--- src/rtl/df_mon_pkg.sv ---
// ----------------------------------------------------------------------------
// df_mon_pkg
//   Shared types and defaults for the df_monitor slice.
//   state_t : pattern-detector FSM states. The encoding equals the number of
//             pattern bits (of 1011) matched so far, so IDLE=0 .. S1011=4.
//   CNT_W_DEF : default counter width.
// ----------------------------------------------------------------------------
package df_mon_pkg;

   localparam int CNT_W_DEF = 8;

   typedef enum logic [2:0] {
      IDLE  = 3'd0,
      S1    = 3'd1,
      S10   = 3'd2,
      S101  = 3'd3,
      S1011 = 3'd4
   } state_t;

endpackage

--- src/rtl/df_monitor_sat_counter.sv ---
// ----------------------------------------------------------------------------
// sat_counter
//   Unsigned up-counter that sticks at all-ones instead of wrapping.
//   Priority: clr > zero > inc.
//   Ports:
//     clk, rst : clock, asynchronous active-high reset (q -> 0)
//     clr      : synchronous clear
//     zero     : synchronous return to 0 (used for run-length restart)
//     inc      : count up by one unless already all-ones
//     q        : counter value, CNT_W bits
// ----------------------------------------------------------------------------
module sat_counter
   import df_mon_pkg::*;
#(
   parameter int CNT_W = CNT_W_DEF
) (
   input  logic             clk,
   input  logic             rst,
   input  logic             clr,
   input  logic             inc,
   input  logic             zero,
   output logic [CNT_W-1:0] q
);

   localparam logic [CNT_W-1:0] ONES = '1;

   always_ff @(posedge clk or posedge rst) begin
      if (rst)                    q <= '0;
      else if (clr)               q <= '0;
      else if (zero)              q <= '0;
      else if (inc && (q != ONES)) q <= q + CNT_W'(1);
   end

endmodule

--- src/rtl/df_monitor.sv ---
// ----------------------------------------------------------------------------
// df_monitor
//   Consumer stage for Com_Seq outputs. Watches D for the serial pattern
//   1011 (overlap allowed) and tracks F high-run lengths.
//   Ports:
//     clk, rst  : clock, asynchronous active-high reset
//     en        : sample enable; all state holds while low
//     clr       : synchronous clear of FSM and counters (beats en)
//     D, F      : sampled serial data and flag
//     match     : one-cycle strobe after the edge that completes 1011
//     match_cnt : saturating count of match strobes
//     f_run     : current consecutive F=1 run length, saturating
//     f_max     : longest F run since reset/clear, saturating
//     state_o   : FSM state encoding for debug
//   Every output is registered; inputs sampled at edge k show after edge k.
// ----------------------------------------------------------------------------
module df_monitor
   import df_mon_pkg::*;
#(
   parameter int CNT_W = CNT_W_DEF
) (
   input  logic             clk,
   input  logic             rst,
   input  logic             en,
   input  logic             clr,
   input  logic             D,
   input  logic             F,
   output logic             match,
   output logic [CNT_W-1:0] match_cnt,
   output logic [CNT_W-1:0] f_run,
   output logic [CNT_W-1:0] f_max,
   output logic [2:0]       state_o
);

   localparam logic [CNT_W-1:0] ONES = '1;

   state_t           state_q, state_d;
   logic             sample;
   logic             hit;
   logic [CNT_W-1:0] f_run_d;

   assign sample = en & ~clr;

   // --- FSM: state register ---
   always_ff @(posedge clk or posedge rst) begin
      if (rst) state_q <= IDLE;
      else     state_q <= state_d;
   end

   // --- FSM: next state ---
   always_comb begin
      state_d = state_q;
      if (clr) begin
         state_d = IDLE;
      end else if (en) begin
         unique case (state_q)
            IDLE:    state_d = D ? S1    : IDLE;
            S1:      state_d = D ? S1    : S10;
            S10:     state_d = D ? S101  : IDLE;
            S101:    state_d = D ? S1011 : S10;
            S1011:   state_d = D ? S1    : S10;   // reuse trailing "1"/"10"
            default: state_d = IDLE;
         endcase
      end
   end

   // --- FSM: outputs ---
   // hit is qualified by sample so that holding in S1011 with en low does
   // not re-fire the strobe.
   always_comb begin
      state_o = state_q;
      hit     = sample && (state_d == S1011);
   end

   always_ff @(posedge clk or posedge rst) begin
      if (rst) match <= 1'b0;
      else     match <= hit;
   end

   // Counter bumps on the same edge that raises match, so the count and the
   // strobe appear together.
   sat_counter #(.CNT_W(CNT_W)) u_match_cnt (
      .clk  (clk),
      .rst  (rst),
      .clr  (clr),
      .inc  (hit),
      .zero (1'b0),
      .q    (match_cnt)
   );

   sat_counter #(.CNT_W(CNT_W)) u_f_run (
      .clk  (clk),
      .rst  (rst),
      .clr  (clr),
      .inc  (sample & F),
      .zero (sample & ~F),
      .q    (f_run)
   );

   // Next f_run value, mirrored here so f_max can compare against it on the
   // same edge and never lag the run counter.
   always_comb begin
      f_run_d = f_run;
      if (clr)         f_run_d = '0;
      else if (sample) f_run_d = !F ? '0 : ((f_run == ONES) ? f_run : f_run + CNT_W'(1));
   end

   always_ff @(posedge clk or posedge rst) begin
      if (rst)                  f_max <= '0;
      else if (clr)             f_max <= '0;
      else if (f_run_d > f_max) f_max <= f_run_d;
   end

endmodule

--- config.mk ---
export PLATFORM = sky130hd
export DESIGN_NAME = df_monitor
export DESIGN_NICKNAME = d
export VERILOG_FILES = /design/src/rtl/df_mon_pkg.sv /design/src/rtl/df_monitor_sat_counter.sv /design/src/rtl/df_monitor.sv
export SDC_FILE = /design/constraint.sdc
export NUM_CORES = 1
export LEC_CHECK = 0
export CAP_MARGIN = 20
export CORE_MARGIN = 4
export CORE_UTILIZATION = 57
export CTS_BUF_LIST = sky130_fd_sc_hd__clkbuf_4 sky130_fd_sc_hd__clkbuf_8
export DETAILED_ROUTE_END_ITERATION = 12
export HOLD_SLACK_MARGIN = 0.06
export PLACE_DENSITY_LB_ADDON = 0.12
export SLEW_MARGIN = 10
export SYNTH_ARGS = -nofsm -noshare
export SYNTH_HDL_FRONTEND = slang
export SYNTH_SLANG_ARGS = --single-unit
--- constraint.sdc ---
create_clock -name clk -period 7.35 [get_ports clk]
set_input_delay 1.1025 -clock clk [delete_from_list [all_inputs] [get_ports clk]]
set_output_delay 1.1025 -clock clk [all_outputs]
set_load 0.02 [all_outputs]
# ---- Word level (Yosys, flattened, before mapping)
# Cells that the tools add are included.
dict set report totals {
  register_bits 28
  latchBits 0
  ram_bits 0
  mem_bits_ro 0
  inputBits 6
  output_inout_bits 28
  word_cells 47
  memories 0
}
dict set report op_classes {
  addsub 2
  mul 0
  div_mod_pow 0
  n_lt_le_gt_ge 1
  n_eq_ne 8
  shifts 0
  muxes 18
  bitwise_logic 5
  reduce_logical 8
}
# cell count
set ops {}
lappend ops {{two-way mux 8 bit} 11}
lappend ops {{adder 8 x 1 -> 8 bit, second input constant} 2}
lappend ops {{inequality test 8 bit, second input constant} 2}
lappend ops {{one-hot mux 3 bit (4 select lines)} 1}
lappend ops {{two-way mux 3 bit} 3}
lappend ops {{== test 8 bit, second input constant} 1}
lappend ops {{greater-than comparator 8 bit} 1}
lappend ops {{== test 3 x 2 -> 1 bit, second input constant} 2}
lappend ops {{== test 3 bit, second input constant} 2}
lappend ops {{two-way mux 2 bit} 2}
lappend ops {{nonzero test 2 bit} 2}
lappend ops {{bitwise AND 1 bit} 3}
lappend ops {{== test 3 x 1 -> 1 bit, second input constant} 1}
lappend ops {{logical AND 1 bit} 3}
lappend ops {{zero test 3 bit} 1}
lappend ops {{nonzero test 3 bit} 1}
lappend ops {{inverter 1 bit} 2}
lappend ops {{OR reduction 2 bit} 1}
lappend ops {{two-way mux 1 bit} 1}

# ---- Depth between registers and ports, before layout
# Gate-level depths: netlist of run 1.
dict set report logic_depth {
  ltp_word 10
  depth_mapped 13
  depth_no_buf 12
}

# ---- By module
# Synthesis of run 1 repeated with hierarchy kept, for this count alone.
dict set report unflattened {
  hier_cells 215
  hier_area_um2 1986.9
}
# module n_inst cells_each area_each_um2 seq_area_each_um2
set by_module_without_submodules {}
lappend by_module_without_submodules {df_monitor 1 123 1083.5 300.3}
lappend by_module_without_submodules {sat_counter 2 46 451.7 200.2}

# ---- Worst setup path after synthesis of run 1
# OpenSTA, ideal clock, no wires.
dict set report synth_timing {
  kind {input -> register}
  from {input port en}
  to {register f_max[1]}
  setup_ps 125
  t_arrival_ps 3318
  required_time_ps 7225
  setup_slack_ps 3907
  path_stages 11
  path_buffers 1
  cell_sequence {buf_2 nand2_1 nor2_1 and2_4 a22o_1 ha_1 and4b_1 a211oi_1 o22ai_1 nor2_2 mux2_2}
}
dict set report synth_via {
  elab_chain_cells 5
  word_cells_on_any_way 7
  cone_classes {order compare: 1; mux: 4; bitwise: 1; reduce/logical: 1}
}
# item line_no
set synth_lines {}
lappend synth_lines {{from (decl)} df_monitor.sv:24} ;# input logic en,
lappend synth_lines {{bitwise AND 1 bit (*)} df_monitor.sv:42} ;# assign sample = en & ~clr;
lappend synth_lines {{two-way mux 8 bit (*)} df_monitor.sv:105} ;# else if (sample) f_run_d = !F ? '0 : ((f_run == ONES) ? f_run : f_run + CNT_W'(1));
lappend synth_lines {{two-way mux 8 bit (*)} df_monitor.sv:104} ;# if (clr) f_run_d = '0;
lappend synth_lines {{greater-than comparator 8 bit or two-way mux 8 bit (tied branches)} df_monitor.sv:111} ;# else if (f_run_d > f_max) f_max <= f_run_d;
lappend synth_lines {{nonzero test 2 bit (no source line) or two-way mux 8 bit (tied branches)} -}
lappend synth_lines {{to (signal assigned)} df_monitor.sv:111}
lappend synth_lines {{to (decl)} df_monitor.sv:31} ;# output logic [CNT_W-1:0] f_max,
# Mark *: on every way between the ends. The rest lies on a longest branch, timed or not. The select of a mux whose other input is x is not followed.
# A chain may end at the register's enable or synchronous reset.

# ---- Worst setup path after layout of run 1
dict set report layout_timing {
  from {input port clr}
  to {register f_max[4]}
}
dict set report layout_via {
  elab_chain_cells 6
  word_cells_on_any_way 8
  cone_classes {order compare: 1; mux: 4; bitwise: 2; reduce/logical: 1}
}
# item line_no
set layout_lines {}
lappend layout_lines {{from (decl)} df_monitor.sv:25} ;# input logic clr,
lappend layout_lines {{inverter 1 bit} df_monitor.sv:42}
lappend layout_lines {{bitwise AND 1 bit} df_monitor.sv:42}
lappend layout_lines {{two-way mux 8 bit} df_monitor.sv:105}
lappend layout_lines {{two-way mux 8 bit} df_monitor.sv:104}
lappend layout_lines {{greater-than comparator 8 bit or two-way mux 8 bit (tied branches)} df_monitor.sv:111}
lappend layout_lines {{nonzero test 2 bit (no source line) or two-way mux 8 bit (tied branches)} -}
# Parallel ways exist; a longest one is shown, timed or not. The select of a mux whose other input is x is not followed.

==> results.json, run 1 <==
{
  "status": "finished, final reports clean",
  "grt_pass1_vias": 1357,
  "max_freq_ghz": 0.234,
  "core_sq_um": 2760,
  "avgSynthCellArea_sq_um": 9.79,
  "tritoncts": "yes",
  "worst-slew-pin-transition_ps": 791,
  "clockBufferDepth": 2,
  "pwr-share-clk_pct": 34.6,
  "irDropWorstVdd_v": 0.000148,
  "timing.hold.ws_ps": 557,
  "async_flop_share_pct": 100,
  "rr_startpoint": "u_f_run.q[1]$_DFFE_PP0P_",
  "p_sw_share_pct": 23.8,
  "cts_root_buffer": "clkbuf_4",
  "cp.depth": 9,
  "initial_core_util_pct": 59.7,
  "seqPwrFrac_pct": 53.1,
  "cts_num_sinks": 28,
  "synth_edf_count": 0,
  "crit_start": "clr",
  "numCtsBuffers": 3,
  "switching_power_w": 0.0000711,
  "seq_area_frac_synth_pct": 42.6,
  "vias": 1402,
  "die_y_microns": 61.7,
  "finClkSkew_ps": 2.84,
  "internal-power_w": 0.000227,
  "grt_overflow": 0,
  "min_period_ps": 4260,
  "drv_slew": 0,
  "die-area_sq_um": 3810,
  "maxCapViolCount": 0,
  "yosys.cell_types.count": 41,
  "worst-path-buf-inv": 1,
  "syn_nets": 184,
  "grt_pass1_wl_microns": 6130,
  "yosysMostFrequentCell": "dfrtp_1",
  "hold_viol": 0,
  "required_ps": 7590,
  "rsz0062_at_grt": "false",
  "track_usage_pct": 21.7,
  "synth_cells": 168,
  "r2r_cells": 11,
  "cts_max_level": 1,
  "route.detailed.drc": 0,
  "synth_top_area_share_pct": 42.6,
  "post_cts_resized": 0,
  "wl_microns": 3800,
  "die_w_microns": 61.7,
  "drt-initial-drc-count": 75,
  "yosys_warnings": 0,
  "antenna_found_initial": 0,
  "final_nets": 218,
  "crit_end": "f_max[4]$_DFFE_PP0P_",
  "max_stage_delay_ps": 820,
  "gp_congestion": 0.820,
  "fillers": 217,
  "yosys.area.top_type": "dfrtp_1",
  "cp_max_fo": 22,
  "synthTopCellsByArea": "dfrtp_1 (43%), ha_1 (7.6%), a22o_1 (4.8%)",
  "cp_top_family": "simple AND/OR/NAND/NOR gates",
  "worstPathArrival_ps": 4510,
  "first_pass_iters": 4,
  "ys_ff_latch": 28,
  "hold_class": "register to register",
  "grt_max_degree": 29,
  "worst_setup_path_end_kind": "register",
  "setup_violations": 0,
  "seqCellArea_sq_um": 701,
  "power.density_nw_per_um2": 144,
  "syn_area_sq_um": 1650,
  "fin_crit_sh_pct": 58.0,
  "power_frac_comb_pct": 12.3,
  "worst_path_max_delay_cell": "clkdlybuf4s50_1",
  "r2r_slack_ps": 3660,
  "netlist_top_cells_count": "dfrtp_1 (28), nor2_1 (17), inv_1 (13), ha_1 (10)",
  "crit_path_cell_trace": "clkdlybuf4s50_1 -> nor2b_1 -> a22o_1 -> ha_1 -> and4b_1 -> a211oi_1 -> o22ai_1 -> nor2_2 -> mux2_2",
  "routedWlPerCell_microns": 16.4,
  "ctsHoldBuffers": 0,
  "ys.flop_type": "dfrtp_1",
  "cts_setup_buffers": 0,
  "startpoint_type": "primary input",
  "drive_gt1_share_pct": 7.46,
  "io_pins": 34,
  "r2r_end": "f_max[4]$_DFFE_PP0P_",
  "insertion_delay_ps": 340,
  "path_clk_slew_ps": 160,
  "timing.setup.tns_ps": 0,
  "critPathKind": "primary input to register",
  "diodes": 0,
  "p_leak_nw": 0.893,
  "io_buffers": 33,
  "area_growth_pct": 25.9,
  "viasPerCell": 6.04,
  "num_rows": 19,
  "multi_input_area_sq_um": 873,
  "slew_headroom_pct": 47.1,
  "place_hpwl_microns": 2760,
  "drtAntennaViolNets": 0
}
[routing by layer]
layer | global-route usage (%) | part of all wire, %
met1 | 30.0 | 46
met2 | 34.1 | 49
met3 | 3.51 | 4.2
met4 | 8.79 | 0.87
met5 | 0 | 0
[registers in the layout, summed over array words and instances (netlist names)]
signal and count:
f_max 8, u_f_run.q 8, u_match_cnt.q 8, state_o 3
match 1
[worst register-to-register path, delay by kind of cell (launching register included)]
kind | cells | cell delay, ps
AND/OR/NAND/NOR | 4 | 1200
AO/OA/AOI/OAI | 4 | 860
adder cells (fa/ha/maj) | 2 | 660
multiplexers | 1 | 380
flip-flops | 1 | 500
[cells in the final DEF (no fill, tap or decap), types with 2 or more instances in the layout]
| master | n |
|---|---|
| a21oi_1 | 7 |
| a221oi_1 | 2 |
| nand4_1 | 9 |
| mux2_2 | 6 |
| mux2i_1 | 5 |
| clkbuf_4 | 3 |
| nand2b_1 | 3 |
| dfrtp_1 | 28 |
| inv_1 | 13 |
| clkdlybuf4s50_1 | 33 |
| a31oi_1 | 2 |
| nand3_1 | 5 |
| o21a_1 | 2 |
| nor2b_1 | 4 |
| a21bo_2 | 2 |
| nand2_1 | 7 |
| a22o_1 | 9 |
| and4_1 | 2 |
| nor2_1 | 17 |
| ha_1 | 10 |
| o21ai_0 | 5 |
| xor2_1 | 4 |
| xnor2_1 | 3 |
[layout make-up]
class / count / area share (%)
well taps: 31 / 1.87
clock inverters: 1 / 1.45
clock buffers: 3 / 1.09
flip-flops and latches: 28 / 33.8
multi-input cells: 122 / 42.1
repair buffers: 34 / 17.3
inverters: 13 / 2.36
[cells by family after synthesis]
group,Yosys count,share of synthesized area [%]
buffers and inverters,18,4.33
flip-flops,28,42.6
multiplexers,11,7.15
adder cells (fa/ha/maj),10,7.60
XOR/XNOR,7,3.73
AND/OR/NAND/NOR,57,18.6
AO/OA/AOI/OAI,37,16.0
[per-stage QoR]
step	area [sq um]	setup WS (ps)	std cells	total power [W]	utilization (%)
finish	2070	3090	232	0.000298	75.1
global placement	1990	2930	227	0.000195	72.2
CTS	2040	3090	231	0.000297	74.1
global route	2070	2830	232	0.000310	75.1
detailed placement	1990	2740	227	0.000196	72.2
floorplan	1650	3910	168	0.000185	-
[power by group through the flow]
stage / Sequential, W / Combinational (W) / Clock [W]
finish: 0.000159 / 0.0000366 / 0.000103
global route: 0.000159 / 0.0000405 / 0.000111
CTS: 0.000159 / 0.0000350 / 0.000103
detailed placement: 0.000161 / 0.0000348 / 0
global placement: 0.000161 / 0.0000335 / 0
floorplan: 0.000163 / 0.0000213 / 0
[how the worst min path moves through the flow]
stage	cells past startpoint	from	endpoint
after detailed placement	1	f_max[5]$_DFFE_PP0P_	f_max[5]$_DFFE_PP0P_
final	1	f_max[5]$_DFFE_PP0P_	f_max[5]$_DFFE_PP0P_
after floorplan	1	u_match_cnt.q[6]$_DFFE_PP0P_	u_match_cnt.q[6]$_DFFE_PP0P_
after CTS	1	f_max[5]$_DFFE_PP0P_	f_max[5]$_DFFE_PP0P_
after global routing	1	f_max[5]$_DFFE_PP0P_	f_max[5]$_DFFE_PP0P_
after global placement	1	f_max[3]$_DFFE_PP0P_	f_max[3]$_DFFE_PP0P_
Note: power is estimated with default switching activity, not from simulation.
==> inputs of run 2 (changes only) <==
CORE_UTILIZATION = 48   (was 57)
clock period = 3.9 ns   (was 7.35 ns; I/O delays follow)
==> run 2 against run 1 <==
Net effect:
- clock power rose by 41%
- worst hold slack worse by 2.2 ps
- first-iteration DRC count increased by 53%
- via count grew 1.9%
- largest cell class unchanged
- wire length is 2.3% lower
- sequential share of layout area down 0.36 points
- count of clock-buffer cells in the layout increased by 1
- global-route usage down 3.7 points
- critical path type is now register to register
- critical path depth is 2 higher
- non-clock buffer count rose by 3
==> results.json, run 2 (synthesized netlist as in run 1, its figures left out) <==
{
  "vias": 1429,
  "die_w_microns": 66.5,
  "cts_setup_buffers": 0,
  "maxCapViolCount": 0,
  "critPathKind": "register to register",
  "io_buffers": 33,
  "timing.setup.tns_ps": 0,
  "worst_path_max_delay_cell": "dfrtp_1",
  "clockBufferDepth": 2,
  "worst-slew-pin-transition_ps": 489,
  "die_y_microns": 66.5,
  "pwr-share-clk_pct": 28.1,
  "io_pins": 34,
  "r2r_cells": 11,
  "r2r_slack_ps": 450,
  "viasPerCell": 5.76,
  "drive_gt1_share_pct": 8.82,
  "cts_num_sinks": 28,
  "insertion_delay_ps": 330,
  "status": "finished, final reports clean",
  "required_ps": 4130,
  "path_common_cell": "ha_1",
  "startpoint_type": "register",
  "final_cells": 248,
  "wl_microns": 3720,
  "switching_power_w": 0.000132,
  "place_hpwl_microns": 2760,
  "post_cts_resized": 0,
  "power.density_nw_per_um2": 246,
  "power_frac_comb_pct": 13.9,
  "num_rows": 20,
  "hold_viol": 0,
  "final_nets": 221,
  "gp_congestion": 0.866,
  "timing.hold.ws_ps": 554,
  "slew_headroom_pct": 67.4,
  "core_sq_um": 3150,
  "internal-power_w": 0.000383,
  "cp.depth": 11,
  "crit_start": "u_f_run.q[0]$_DFFE_PP0P_",
  "p_sw_share_pct": 25.6,
  "route.detailed.drc": 0,
  "setup_violations": 0,
  "min_period_ps": 3450,
  "worst_setup_path_end_kind": "register",
  "grt_max_degree": 29,
  "placed_cells": 243,
  "initial_core_util_pct": 52.2,
  "irDropWorstVdd_v": 0.000151,
  "crit_end": "f_max[5]$_DFFE_PP0P_",
  "worstPathArrival_ps": 3680,
  "drv_slew": 0,
  "path_clk_slew_ps": 160,
  "drt-initial-drc-count": 115,
  "top_regs": "f_max (8), u_f_run.q (8), u_match_cnt.q (8)",
  "first_pass_iters": 5,
  "cp_top_family": "simple AND/OR/NAND/NOR gates",
  "numCtsBuffers": 3,
  "track_usage_pct": 18.0,
  "final_cell_mix": "clkdlybuf4s50_1 (33), dfrtp_1 (28), nor2_1 (17)",
  "hold_class": "register to register",
  "layout_commonest_cell": "clkdlybuf4s50_1",
  "area_growth_pct": 27.3,
  "grt_pass1_wl_microns": 6230,
  "p_leak_nw": 0.901,
  "worst-path-buf-inv": 0,
  "fin_crit_sh_pct": 88.4,
  "antenna_found_initial": 0,
  "grt_overflow": 0,
  "drtAntennaViolNets": 0,
  "routedWlPerCell_microns": 15.0,
  "finClkSkew_ps": 4.38,
  "grt_pass1_vias": 1382,
  "cts_root_buffer": "clkbuf_4",
  "cp_max_fo": 8,
  "die-area_sq_um": 4430,
  "tritoncts": "yes",
  "diodes": 0,
  "rsz0062_at_grt": "false",
  "cts_max_level": 1,
  "ctsHoldBuffers": 0,
  "r2r_end": "f_max[5]$_DFFE_PP0P_",
  "rr_startpoint": "u_f_run.q[0]$_DFFE_PP0P_",
  "max_stage_delay_ps": 500,
  "crit_path_cell_trace": "ha_1 -> nand4_1 -> o21ai_1 -> nor2b_1 -> a22o_1 -> ha_1 -> and4b_1 -> a211oi_1 -> o22ai_1 -> nor2_2 -> mux2_2",
  "seqPwrFrac_pct": 58.0,
  "max_freq_ghz": 0.290
}
-- run 2: cell types whose count changed in the layout (fill, tap and decap cells not counted) --
cell,delta
clkbuf_8,+1
bufinv_16,-1
buf_4,+3
-- run 2: per-stage QoR --
step                setup WS, ps  utilization [%]  total power, W  area, sq um
floorplan                    817                -        0.000348         1650
global placement             302             64.4        0.000370         2030
detailed placement           190             64.4        0.000373         2030
CTS                          428             65.6        0.000517         2070
global route                 221             66.4        0.000541         2090
finish                       452             66.4        0.000515         2090
-- run 2: worst min-delay path by stage --
stage	to	slack (ps)	start	cells past startpoint
after detailed placement	u_match_cnt.q[6]$_DFFE_PP0P_	520	u_match_cnt.q[6]$_DFFE_PP0P_	1
after floorplan	u_match_cnt.q[6]$_DFFE_PP0P_	640	u_match_cnt.q[6]$_DFFE_PP0P_	1
final	f_max[2]$_DFFE_PP0P_	550	f_max[2]$_DFFE_PP0P_	1
after global placement	f_max[7]$_DFFE_PP0P_	510	f_max[7]$_DFFE_PP0P_	1
after CTS	f_max[7]$_DFFE_PP0P_	560	f_max[7]$_DFFE_PP0P_	1
after global routing	f_max[4]$_DFFE_PP0P_	570	rst	2
-- run 2: area by class of cell --
cell class / instances / area [sq um]
fill: 279 / 1060
multi-input combinational: 122 / 873
sequential: 28 / 701
timing repair buffer: 37 / 380
tap: 44 / 55.1
inverter: 13 / 48.8
clock buffer: 4 / 36.3
-- run 2: power groups by stage --
stage / Combinational (W) / Clock [W] / Sequential (W)
finish: 0.0000716 / 0.000145 / 0.000299
global route: 0.0000781 / 0.000163 / 0.000300
CTS: 0.0000688 / 0.000149 / 0.000299
detailed placement: 0.0000686 / 0 / 0.000304
global placement: 0.0000662 / 0 / 0.000304
floorplan: 0.0000401 / 0 / 0.000308
-- run 2: layer usage --
layer	global-route usage [%]	vias to the layer above	part of all wire [%]
met5	0	-	0
met4	4.06	0	1.2
met3	2.36	8	4.8
met2	33.8	54	52
met1	21.7	683	41
li1	-	684	-
==> inputs of run 3 (changes only) <==
CORE_UTILIZATION = 55   (was 48)
clock period = 4.2 ns   (was 3.9 ns; I/O delays follow)
==> run 3 against run 2 <==
Net effect:
- sequential power down 7.0%
- critical path depth up 1
- utilization up 8.5 points
- die area down 11%
- register-to-register slack better by 350 ps
- maximum frequency up 1.5%
- worst setup slack better by 350 ps
- power up 1.9%
- first-iteration DRC count up 52%
- global-route usage up 2.2 points
- via count up 0.42%
- critical path type unchanged
- critical endpoint is now f_max[1]$_DFFE_PP0P_
==> results.json, run 3 (synthesized netlist as in run 1, its figures left out) <==
{
  "cp_max_fo": 10,
  "power.density_nw_per_um2": 250,
  "fillers": 215,
  "cp.depth": 12,
  "place_hpwl_microns": 2810,
  "vias": 1435,
  "viasPerCell": 6.08,
  "area_growth_pct": 27.8,
  "wl_microns": 3740,
  "final_util_pct": 74.9,
  "die_w_microns": 62.7,
  "numCtsBuffers": 3,
  "antenna_found_initial": 0,
  "worst_path_max_delay_cell": "dfrtp_1",
  "switching_power_w": 0.000125,
  "grt_max_degree": 29,
  "startpoint_type": "register",
  "drtAntennaViolNets": 0,
  "hold_viol": 0,
  "die_y_microns": 62.7,
  "timing.setup.tns_ps": 0,
  "worstPathArrival_ps": 3640,
  "worst-slew-pin-transition_ps": 512,
  "max_freq_ghz": 0.294,
  "crit_end": "f_max[1]$_DFFE_PP0P_",
  "power_frac_comb_pct": 12.8,
  "fin_crit_sh_pct": 80.9,
  "insertion_delay_ps": 340,
  "diodes": 0,
  "crit_path_cell_trace": "ha_1 -> nand4_1 -> o21ai_1 -> nor2b_1 -> buf_4 -> a22o_1 -> ha_1 -> a21o_1 -> a211oi_1 -> o22ai_1 -> nor2_2 -> mux2_2",
  "r2r_end": "f_max[1]$_DFFE_PP0P_",
  "critPathKind": "register to register",
  "setup_violations": 0,
  "worst-path-buf-inv": 1,
  "required_ps": 4440,
  "path_common_cell": "ha_1",
  "top_regs": "f_max (8), u_f_run.q (8), u_match_cnt.q (8)",
  "multi_input_area_sq_um": 873,
  "routedWlPerCell_microns": 15.9,
  "grt_pass1_vias": 1431,
  "status": "finished, final reports clean",
  "internal-power_w": 0.000400,
  "timing.hold.ws_ps": 547,
  "r2r_cells": 12,
  "io_pins": 34,
  "path_clk_slew_ps": 150,
  "cts_root_buffer": "clkbuf_4",
  "cts_max_level": 1,
  "max_stage_delay_ps": 500,
  "cts_setup_buffers": 0,
  "tritoncts": "yes",
  "crit_start": "u_f_run.q[0]$_DFFE_PP0P_",
  "core_sq_um": 2810,
  "num_rows": 19,
  "cp_top_family": "compound AO/OA/AOI/OAI gates",
  "final_cells": 236,
  "dp_slack_ps": 549,
  "gp_congestion": 0.826,
  "grt_pass1_wl_microns": 6480,
  "cts_num_sinks": 28,
  "route.detailed.drc": 0,
  "drt-initial-drc-count": 175,
  "final_nets": 222,
  "die-area_sq_um": 3930,
  "io_buffers": 33,
  "maxCapViolCount": 0,
  "grt_overflow": 0,
  "first_pass_iters": 4,
  "hold_class": "primary input to asynchronous set/reset pin",
  "r2r_slack_ps": 800,
  "irDropWorstVdd_v": 0.000197,
  "p_leak_nw": 0.913,
  "clockBufferDepth": 2,
  "seqPwrFrac_pct": 52.9,
  "rr_startpoint": "u_f_run.q[0]$_DFFE_PP0P_",
  "min_period_ps": 3400,
  "rsz0062_at_grt": "false",
  "ctsHoldBuffers": 0,
  "drive_gt1_share_pct": 9.27,
  "slew_headroom_pct": 65.9,
  "pwr-share-clk_pct": 34.3,
  "final_cell_mix": "clkdlybuf4s50_1 (33), dfrtp_1 (28), nor2_1 (17)",
  "fin_ws_ps": 804,
  "initial_core_util_pct": 58.7,
  "layout_commonest_cell": "clkdlybuf4s50_1",
  "post_cts_resized": 0,
  "seqCellArea_sq_um": 701,
  "worst_setup_path_end_kind": "register",
  "drv_slew": 0,
  "finClkSkew_ps": 7.73,
  "placed_cells": 231,
  "p_sw_share_pct": 23.8,
  "track_usage_pct": 20.2
}
## run 3: cell types whose count changed in the layout (fill, tap and decap cells not counted)
cell | previous run | this run
buf_4 | 3 | 4
bufinv_16 | 0 | 1
clkbuf_8 | 1 | 0
## run 3: metrics by stage
step                      total power, W  area [sq um]
after global placement          0.000344          2020
after detailed placement        0.000346          2020
after floorplan                 0.000323          1650
after CTS                       0.000526          2070
after global routing            0.000548          2100
final                           0.000525          2100
## run 3: power by group through the flow
stage	registers (W)	clock network [W]	logic, W
2_1_floorplan	0.000286	0	0.0000372
3_3_place_gp	0.000282	0	0.0000616
3_5_place_dp	0.000283	0	0.0000637
4_1_cts	0.000278	0.000184	0.0000644
5_1_grt	0.000279	0.000196	0.0000730
6_report	0.000278	0.000180	0.0000673
## run 3: cell type report
type | count | area share [%]
Clock buffer | 3 | 1.07
Clock inverter | 1 | 1.43
Inverter | 13 | 2.32
Multi-Input combinational cell | 122 | 41.5
Sequential cell | 28 | 33.3
Tap cell | 31 | 1.85
Timing Repair Buffer | 38 | 18.5
## run 3: worst min-delay path by stage
stage	to	slack (ps)
floorplan	u_match_cnt.q[6]$_DFFE_PP0P_	640
global placement	f_max[2]$_DFFE_PP0P_	520
detailed placement	f_max[4]$_DFFE_PP0P_	520
CTS	f_max[4]$_DFFE_PP0P_	550
global route	u_f_run.q[1]$_DFFE_PP0P_	570
finish	u_f_run.q[1]$_DFFE_PP0P_	550
## run 3: worst reg2reg max path, stage by stage, from the launching register on
cell      delay (ps)
dfrtp_1          500
ha_1             370
nand4_1          130
o21ai_1          190
nor2b_1          160
buf_4            170
a22o_1           210
ha_1             280
a21o_1           180
a211oi_1         230
o22ai_1          200
nor2_2           300
mux2_2           380
## run 3: per-layer routing
layer,vias to the layer above,share of wire [%],global-route usage (%)
li1,688,-,-
met4,0,1.5,6.06
met3,7,6.3,5.04
met1,692,44,25.7
met2,48,48,33.8
met5,-,0,0
